### src/rtl/mem_lsu.sv
// mem_lsu: multi-cycle load/store unit between EX and WB.
// Takes one memory-stage op per in_valid/in_ready handshake. It drives a
// valid/ready data-memory bus with byte strobes and waits for the response.
// It then extends the load data and selects the register-file writeback value.
// Optional build macro MEM_LSU_MISALIGN_TRAP_EN: when defined, a misaligned
// load/store skips the bus and completes with out_misalign=1 and rf_wdata=0.
// When it is undefined, a misaligned access is silently aligned down.
module mem_lsu #(
    parameter int WIDTH  = 32,
    parameter int STRB_W = WIDTH / 8
) (
    input  logic              clk,
    input  logic              rst,
    input  logic              in_valid,
    output logic              in_ready,
    input  logic [WIDTH-1:0]  alu_result,
    input  logic [WIDTH-1:0]  pc_add4,
    input  logic [WIDTH-1:0]  rf_rs2,
    input  logic              dm_re,
    input  logic              dm_we,
    input  logic [1:0]        dm_size,
    input  logic              dm_unsigned,
    input  logic [1:0]        wb_sel,
    output logic              out_valid,
    input  logic              out_ready,
    output logic [WIDTH-1:0]  rf_wdata,
    output logic              out_misalign,
    output logic              dm_req_valid,
    input  logic              dm_req_ready,
    output logic [WIDTH-1:0]  dm_addr,
    output logic              dm_req_we,
    output logic [WIDTH-1:0]  dm_wdata,
    output logic [STRB_W-1:0] dm_wstrb,
    input  logic              dm_resp_valid,
    input  logic [WIDTH-1:0]  dm_rdata
);
    localparam int OFF_W = $clog2(STRB_W);

    typedef enum logic [1:0] {IDLE, REQ, WAIT, DONE} state_t;
    state_t state, state_nxt;

    logic              accept, is_mem, is_load, trap;
    logic [1:0]        size_eff;
    logic [OFF_W-1:0]  off_raw, size_mask, off_use;
    logic [7:0]        base_strb;
    logic [STRB_W-1:0] wstrb_c;
    logic [WIDTH-1:0]  wdata_c, direct_c, addr_al;

    // context of the accepted op, needed when the response arrives
    logic [OFF_W-1:0]  r_off;
    logic [1:0]        r_size;
    logic              r_uns, r_load_wb;
    logic [WIDTH-1:0]  r_direct;

    logic [WIDTH-1:0]  shifted, ld_mask, ld_ext;
    logic              ld_sign;

    assign in_ready     = (state == IDLE);
    assign dm_req_valid = (state == REQ);
    assign out_valid    = (state == DONE);
    assign accept       = in_valid && in_ready;

    // both strobes high is treated as a store
    assign is_mem   = dm_re | dm_we;
    assign is_load  = dm_re & ~dm_we;
    // a dword request on the 32-bit datapath behaves as a word
    assign size_eff = (WIDTH == 32 && dm_size == 2'd3) ? 2'd2 : dm_size;
    assign off_raw  = alu_result[OFF_W-1:0];
    assign addr_al  = {alu_result[WIDTH-1:OFF_W], {OFF_W{1'b0}}};

`ifdef MEM_LSU_MISALIGN_TRAP_EN
    assign trap    = is_mem && ((off_raw & size_mask) != '0);
    assign off_use = off_raw;
`else
    assign trap    = 1'b0;
    assign off_use = off_raw & ~size_mask;
`endif

    assign wstrb_c = STRB_W'(base_strb) << off_use;

    // per-size decode: alignment mask, strobe pattern, replicated store data, direct result
    always_comb begin
        size_mask = '0;
        base_strb = 8'h01;
        wdata_c   = {STRB_W{rf_rs2[7:0]}};
        case (size_eff)
            2'd1: begin
                size_mask = OFF_W'(1);
                base_strb = 8'h03;
                wdata_c   = {(STRB_W/2){rf_rs2[15:0]}};
            end
            2'd2: begin
                size_mask = OFF_W'(3);
                base_strb = 8'h0F;
                wdata_c   = {(STRB_W/4){rf_rs2[31:0]}};
            end
            2'd3: begin
                size_mask = OFF_W'(7);
                base_strb = 8'hFF;
                wdata_c   = rf_rs2;
            end
            default: ;
        endcase
        case (wb_sel)
            2'd0:    direct_c = alu_result;
            2'd2:    direct_c = pc_add4;
            default: direct_c = '0;
        endcase
    end

    // load lane extraction and sign/zero extension from the registered context
    always_comb begin
        shifted = dm_rdata >> {r_off, 3'b000};
        ld_mask = '1;
        ld_sign = 1'b0;
        case (r_size)
            2'd0: begin ld_mask = WIDTH'(64'hFF);        ld_sign = shifted[7];  end
            2'd1: begin ld_mask = WIDTH'(64'hFFFF);      ld_sign = shifted[15]; end
            2'd2: begin ld_mask = WIDTH'(64'hFFFF_FFFF); ld_sign = shifted[31]; end
            default: ;
        endcase
        ld_ext = (shifted & ld_mask) | ((!r_uns && ld_sign) ? ~ld_mask : '0);
    end

    // state register
    always_ff @(posedge clk) begin
        if (!rst) state <= IDLE;
        else      state <= state_nxt;
    end

    // next-state: bus-less ops skip straight to DONE
    always_comb begin
        state_nxt = state;
        case (state)
            IDLE: if (accept) state_nxt = (!is_mem || trap) ? DONE : REQ;
            REQ:  if (dm_req_ready) state_nxt = WAIT;
            WAIT: if (dm_resp_valid) state_nxt = DONE;
            DONE: if (out_ready) state_nxt = IDLE;
            default: state_nxt = IDLE;
        endcase
    end

    // datapath: capture the op on accept, the result on the response
    always_ff @(posedge clk) begin
        if (!rst) begin
            dm_addr      <= '0;
            dm_wdata     <= '0;
            dm_wstrb     <= '0;
            dm_req_we    <= 1'b0;
            rf_wdata     <= '0;
            out_misalign <= 1'b0;
            r_off        <= '0;
            r_size       <= '0;
            r_uns        <= 1'b0;
            r_load_wb    <= 1'b0;
            r_direct     <= '0;
        end else begin
            if (accept) begin
                r_off        <= off_use;
                r_size       <= size_eff;
                r_uns        <= dm_unsigned;
                r_load_wb    <= is_load && (wb_sel == 2'd1);
                r_direct     <= direct_c;
                out_misalign <= trap;
                if (!is_mem || trap) rf_wdata <= trap ? '0 : direct_c;
                if (is_mem && !trap) begin
                    dm_addr   <= addr_al;
                    dm_req_we <= dm_we;
                    dm_wdata  <= dm_we ? wdata_c : '0;
                    dm_wstrb  <= dm_we ? wstrb_c : '0;
                end
            end
            if (state == WAIT && dm_resp_valid)
                rf_wdata <= r_load_wb ? ld_ext : r_direct;
        end
    end
endmodule

### config.mk
export PLATFORM = sky130hd
export DESIGN_NAME = mem_lsu
export DESIGN_NICKNAME = d
export VERILOG_FILES = /design/src/rtl/mem_lsu.sv
export SDC_FILE = /design/constraint.sdc
export NUM_CORES = 1
export LEC_CHECK = 0
export ABC_AREA = 1
export CELL_PAD_IN_SITES_DETAIL_PLACEMENT = 1
export CELL_PAD_IN_SITES_GLOBAL_PLACEMENT = 2
export CORE_MARGIN = 2
export CORE_UTILIZATION = 24
export CTS_CLUSTER_DIAMETER = 60
export CTS_CLUSTER_SIZE = 24
export DETAILED_ROUTE_END_ITERATION = 8
export GPL_ROUTABILITY_DRIVEN = 1
export PLACE_DENSITY_LB_ADDON = 0.3
export SLEW_MARGIN = 25
export SYNTH_ARGS = -nofsm -noshare
export SYNTH_HDL_FRONTEND = slang
export SYNTH_SLANG_ARGS = --single-unit
export TNS_END_PERCENT = 1
### constraint.sdc
create_clock -name clk -period 1.95 [get_ports clk]
set_input_delay 0.2925 -clock clk [delete_from_list [all_inputs] [get_ports clk]]
set_output_delay 0.2925 -clock clk [all_outputs]
set_load 0.02 [all_outputs]
== Word-level counts from Yosys, hierarchy flattened ==
Cells that the tools add are included.
Word-level totals
  bits in registers: 139
  output and inout bits: 105
Operators by class
  equality and inequality tests: 16
  shift operators: 2
  multiplexer cells: 20
  bitwise logic cells: 8
  reductions and logical operators: 13
Operators by type and width (count)
  32-bit 2-to-1 mux: 6
  32-bit one-hot mux with 2 select lines: 3
  32-bit AND: 1
  32-bit NOT: 1
  32-bit bitwise OR: 1
  32-bit by 5-bit >> shifter with 32-bit output: 1
  2-bit equality test (second input constant): 7
  2-bit 2-to-1 mux: 6
  4-bit one-hot mux with 3 select lines: 1
  2-bit by 1-bit equality test with 1-bit output (second input constant): 4
  2-bit by 1-bit != test with 1-bit output (second input constant): 4
  2-bit one-hot mux with 4 select lines: 1
  2-bit logical NOT: 3
  1-bit logical AND: 4
  4-bit 2-to-1 mux: 1
  2-bit one-hot mux with 2 select lines: 1
  2-bit AND reduction: 2
  4-bit AND reduction: 1
  4-bit by 2-bit << shifter with 4-bit output: 1
  1-bit one-hot mux with 3 select lines: 1
  2-bit AND: 1
  2-bit != test (second input constant): 1
  2-bit NOT: 1
  2-bit nonzero test: 1
  5 further kinds: 5

== Depth between registers and ports, before layout ==
  depth in word-level cells: 9
  mapped depth: 12
  gate-level depth less buffers: 10

== Least setup slack after synthesis ==
OpenSTA, ideal clock, no wires.
  path kind: register -> register
  start: register state[0]
  end: register dm_wdata[26]
  library setup time: 132 ps
  arrival time: 1592 ps
  setup slack: 226 ps
  stages on the path, launching flop included: 11
  clock period less this slack: 1724 ps
  path through: dfxtp_1 > inv_1 > ha_1 > nand2_2 > buf_6 > nor2_4 > inv_2 > buf_2 > buf_2 > nand2_1 > a21oi_1
Between the ends
  cells in the longest elaborated chain, start to end: 3
Ends and longest elaborated chain
  start: declaration: RTL line 40  | state_t state, state_nxt;
  start signal: assignment: RTL line 128  | else state <= state_nxt;
  2-bit logical NOT: RTL line 58  | assign in_ready = (state == IDLE);
  net in_ready: RTL line 15  | output logic in_ready,
  1-bit logical AND: RTL line 61  | assign accept = in_valid && in_ready;
  2-bit AND reduction (no line)
  end signal: assignment: RTL line 169  | dm_wdata <= dm_we ? wdata_c : '0;
  end: declaration: RTL line 32  | output logic [WIDTH-1:0] dm_wdata,
The timed path passes the listed nets, and every way through them passes these cells.
A chain may end at the register's enable or synchronous reset.

== Worst setup path in the final report ==
  start: register rf_wdata[8]
  end: output rf_wdata[8]
RTL lines
  start: declaration: RTL line 26  | output logic [WIDTH-1:0] rf_wdata,
  start signal: assignment: RTL line 165  | if (!is_mem || trap) rf_wdata <= trap ? '0 : direct_c;
  start signal: assignment: RTL line 174  | rf_wdata <= r_load_wb ? ld_ext : r_direct;
No word-level cell between the ends.

==> run_results.csv <==
group,metric,value,unit
placed_design,dp_hpwl,22080,µm
layout,nets,1389,
flow_run,maxCapViolCount,0,
timing,finalSetupTns,0,ns
synth,synth_area_leaders,"dfxtp_1, a21oi_1, o21ai_0",
timing,fin_crit_sh,91.18,%
setup_path,cp.required,1.66,ns
layout,design_area,0.01049,mm²
layout,final_cell_mix,"clkdlybuf4s50_1, a21oi_1, o21ai_0",
floorplan,dieArea,0.03049,mm²
routing,routedWlPerCell,18.05,µm
routing,initialDrtViolationCount,458,
synth,syn_inst,1025,
synth,synth_mux_area_share,0.1433,%
grt,grt_max_degree,71,
setup_path,reg2reg_setup_slack,0.20,ns
synth,synth_top_cell_area_share,39.83,%
grt,grt_overflow,0,
placed_design,portBuffers,242,
setup_path,end_kind,"output port",
synth,ys_seq_area_share,39.83,%
status,status,"finished, final reports clean",
timing,worst_pin_slew,0.5449,ns
routing,dr.pass1.iters,5,
timing,max_freq,0.5624,GHz
layout,final_common_cell,"clkdlybuf4s50_1",
clocking,htreeDepth,4,
synth,synth_cell_types,31,
timing,fin_skew,0.01127,ns
grt,first_global_vias,7632,
routing,ant_nets,0,
pwr,p_per_area,1139,mW/mm²
clocking,clk_latency,0.43,ns
routing,wl,29650,µm
synth,ys.warnings.count,0,
clocking,cts_made_buffers,17,
timing,slew_viol_final,0,
floorplan,start_util,24.34,%
clocking,clock-sinks,139,
timing,rsz0062_at_grt,"no",
floorplan,core,0.02870,mm²
synth,syn_area_per_cell,6.816,µm²
clocking,clockBufferDepth,2,
pwr,peakVddDrop,0.5913,mV
setup_path,critical_path_class,"reg -> out",
placed_design,placed_area,0.009911,mm²
setup_path,slowest_stage,"clkdlybuf4s50_1",
setup_path,cp.arrival,1.49,ns
clocking,path_clk_slew,0.07,ns
synth,synth-simple-area-share,15.71,%
synth,synth_top_family_by_area,"compound AO/OA/AOI/OAI gates",
layout,drive_gt1_share,7.478,%
min_path,min_path_type,"in -> reg",
pwr,power.total,11.95,mW
synth,syn_area,0.006987,mm²
synth,synth-compound-area-share,30.96,%
synth,yosys_register_bits,139,
clocking,cts_tree,"yes",
layout,fin_util,36.56,%
floorplan,rows,62,
synth,yosys.area.top_type,"dfxtp_1",
routing,vias_per_cell,4.661,
timing,max_slew_margin,63.29,%
setup_path,cpLargestDelayFamily,"buffers and inverters",
placed_design,gp_congestion,0.7892,
grt,grt_pass1_wl,45260,µm
timing,layout_min_cycle_time,1.778,ns
clocking,cts_hold_buf,0,
synth,synthXorXnorAreaFrac,0,%
setup_path,path_max_fanout,2,
timing,hold_violations,0,
floorplan,ioPinCount,246,
routing,num_vias,7654,
pwr,leakage,4.280,nW
setup_path,start_kind,"flip-flop",
clocking,root_buffer,"clkbuf_16",
setup_path,slowest_delay,0.64,ns
setup_path,critPathBufInv,1,
grt,grt_usage,19.11,%
grt,antenna_found_initial,2,
routing,drc,0,
timing,setup_viol,0,
synth,synth_fa_ha_area_share,0.7163,%
floorplan,die_width,174.6,µm
layout,area_growth,50.18,%
floorplan,fp.dieH,174.6,µm
layout,num-fill-cells,3519,
setup_path,crit_chain,"clkdlybuf4s50_1",
## registers in the layout, indices dropped and copies added, names as in the netlist
signal and count:
dm_addr 30, dm_req_we 1, dm_wdata 32, dm_wstrb 4, r_direct 32, r_load_wb 1, r_off 2, r_size 2
r_uns 1, rf_wdata 32, state 2
## what timing repair did
action | 4_1_cts | 5_1_grt
buffers inserted | 0 | 0
endpoints found under the hold margin | 0 | 0
endpoints found under the setup margin | 2 | 17
resized for setup | 2 | 2
## power by group
part	switching (mW)	leakage [nW]	total, mW	internal, mW
Combinational	2.95	2.86	4.91	1.96
Clock	1.34	0.282	3.23	1.89
Sequential	0.346	1.14	3.81	3.46
## Yosys cell counts, drive strengths merged
library cell    n
nand4           2
a21oi         201
mux2i           1
nand2         159
ha              4
a221oi          1
inv           128
nor3            1
clkbuf         42
o21ai         190
nor2           44
o211ai         12
nand3          52
o221ai          8
conb            1
clkinv          2
dfxtp         139
buf            38
## layout make-up
class	instances	area [µm²]	area share [%]
Multi-Input combinational cell	678	3334	31.78
Timing Repair Buffer	278	2825	26.93
Sequential cell	139	2783	26.52
Inverter	130	490.5	4.674
Tap cell	384	480.5	4.579
Clock buffer	19	432.9	4.126
Clock inverter	13	143.9	1.371
Antenna cell	1	2.502	0.02385
## logic make-up after synthesis
group / count (synthesis)
other: 1
flip-flops: 139
multiplexers: 1
AO/OA/AOI/OAI: 412
AND/OR/NAND/NOR: 258
adder cells (fa/ha/maj): 4
buffers and inverters: 210
## through the flow
| step | hold WS [ns] | setup WS (ns) | std cells |
|---|---|---|---|
| after global routing | 0.3969 | 0.0008351 | 1642 |
| after detailed placement | 0.4528 | 0.01658 | 1609 |
| after CTS | 0.3883 | 0.01130 | 1641 |
| final | 0.3844 | 0.1720 | 1642 |
| after floorplan | 0.4274 | 0.2259 | 1027 |
| after global placement | 0.4492 | 0.06594 | 1609 |
## path summary, 6_finish.rpt
path	cells past startpoint	end	start
worst max register to register	7	rf_wdata[5]	state[0]
worst min-delay path	4	rf_wdata[12]	rst
worst min register to register	2	dm_wdata[2]	dm_wdata[2]
worst max-delay path	1	rf_wdata[8]	rf_wdata[8]
## per-layer routing
layer	share of wire (%)	vias to the layer above	global-route usage, %
li1	-	3842	-
met1	51	3599	27.54
met2	42	190	27.53
met3	6.6	21	5.962
met4	1.2	2	4.792
met5	0.044	-	0
Note: power is estimated with default switching activity, not from simulation.
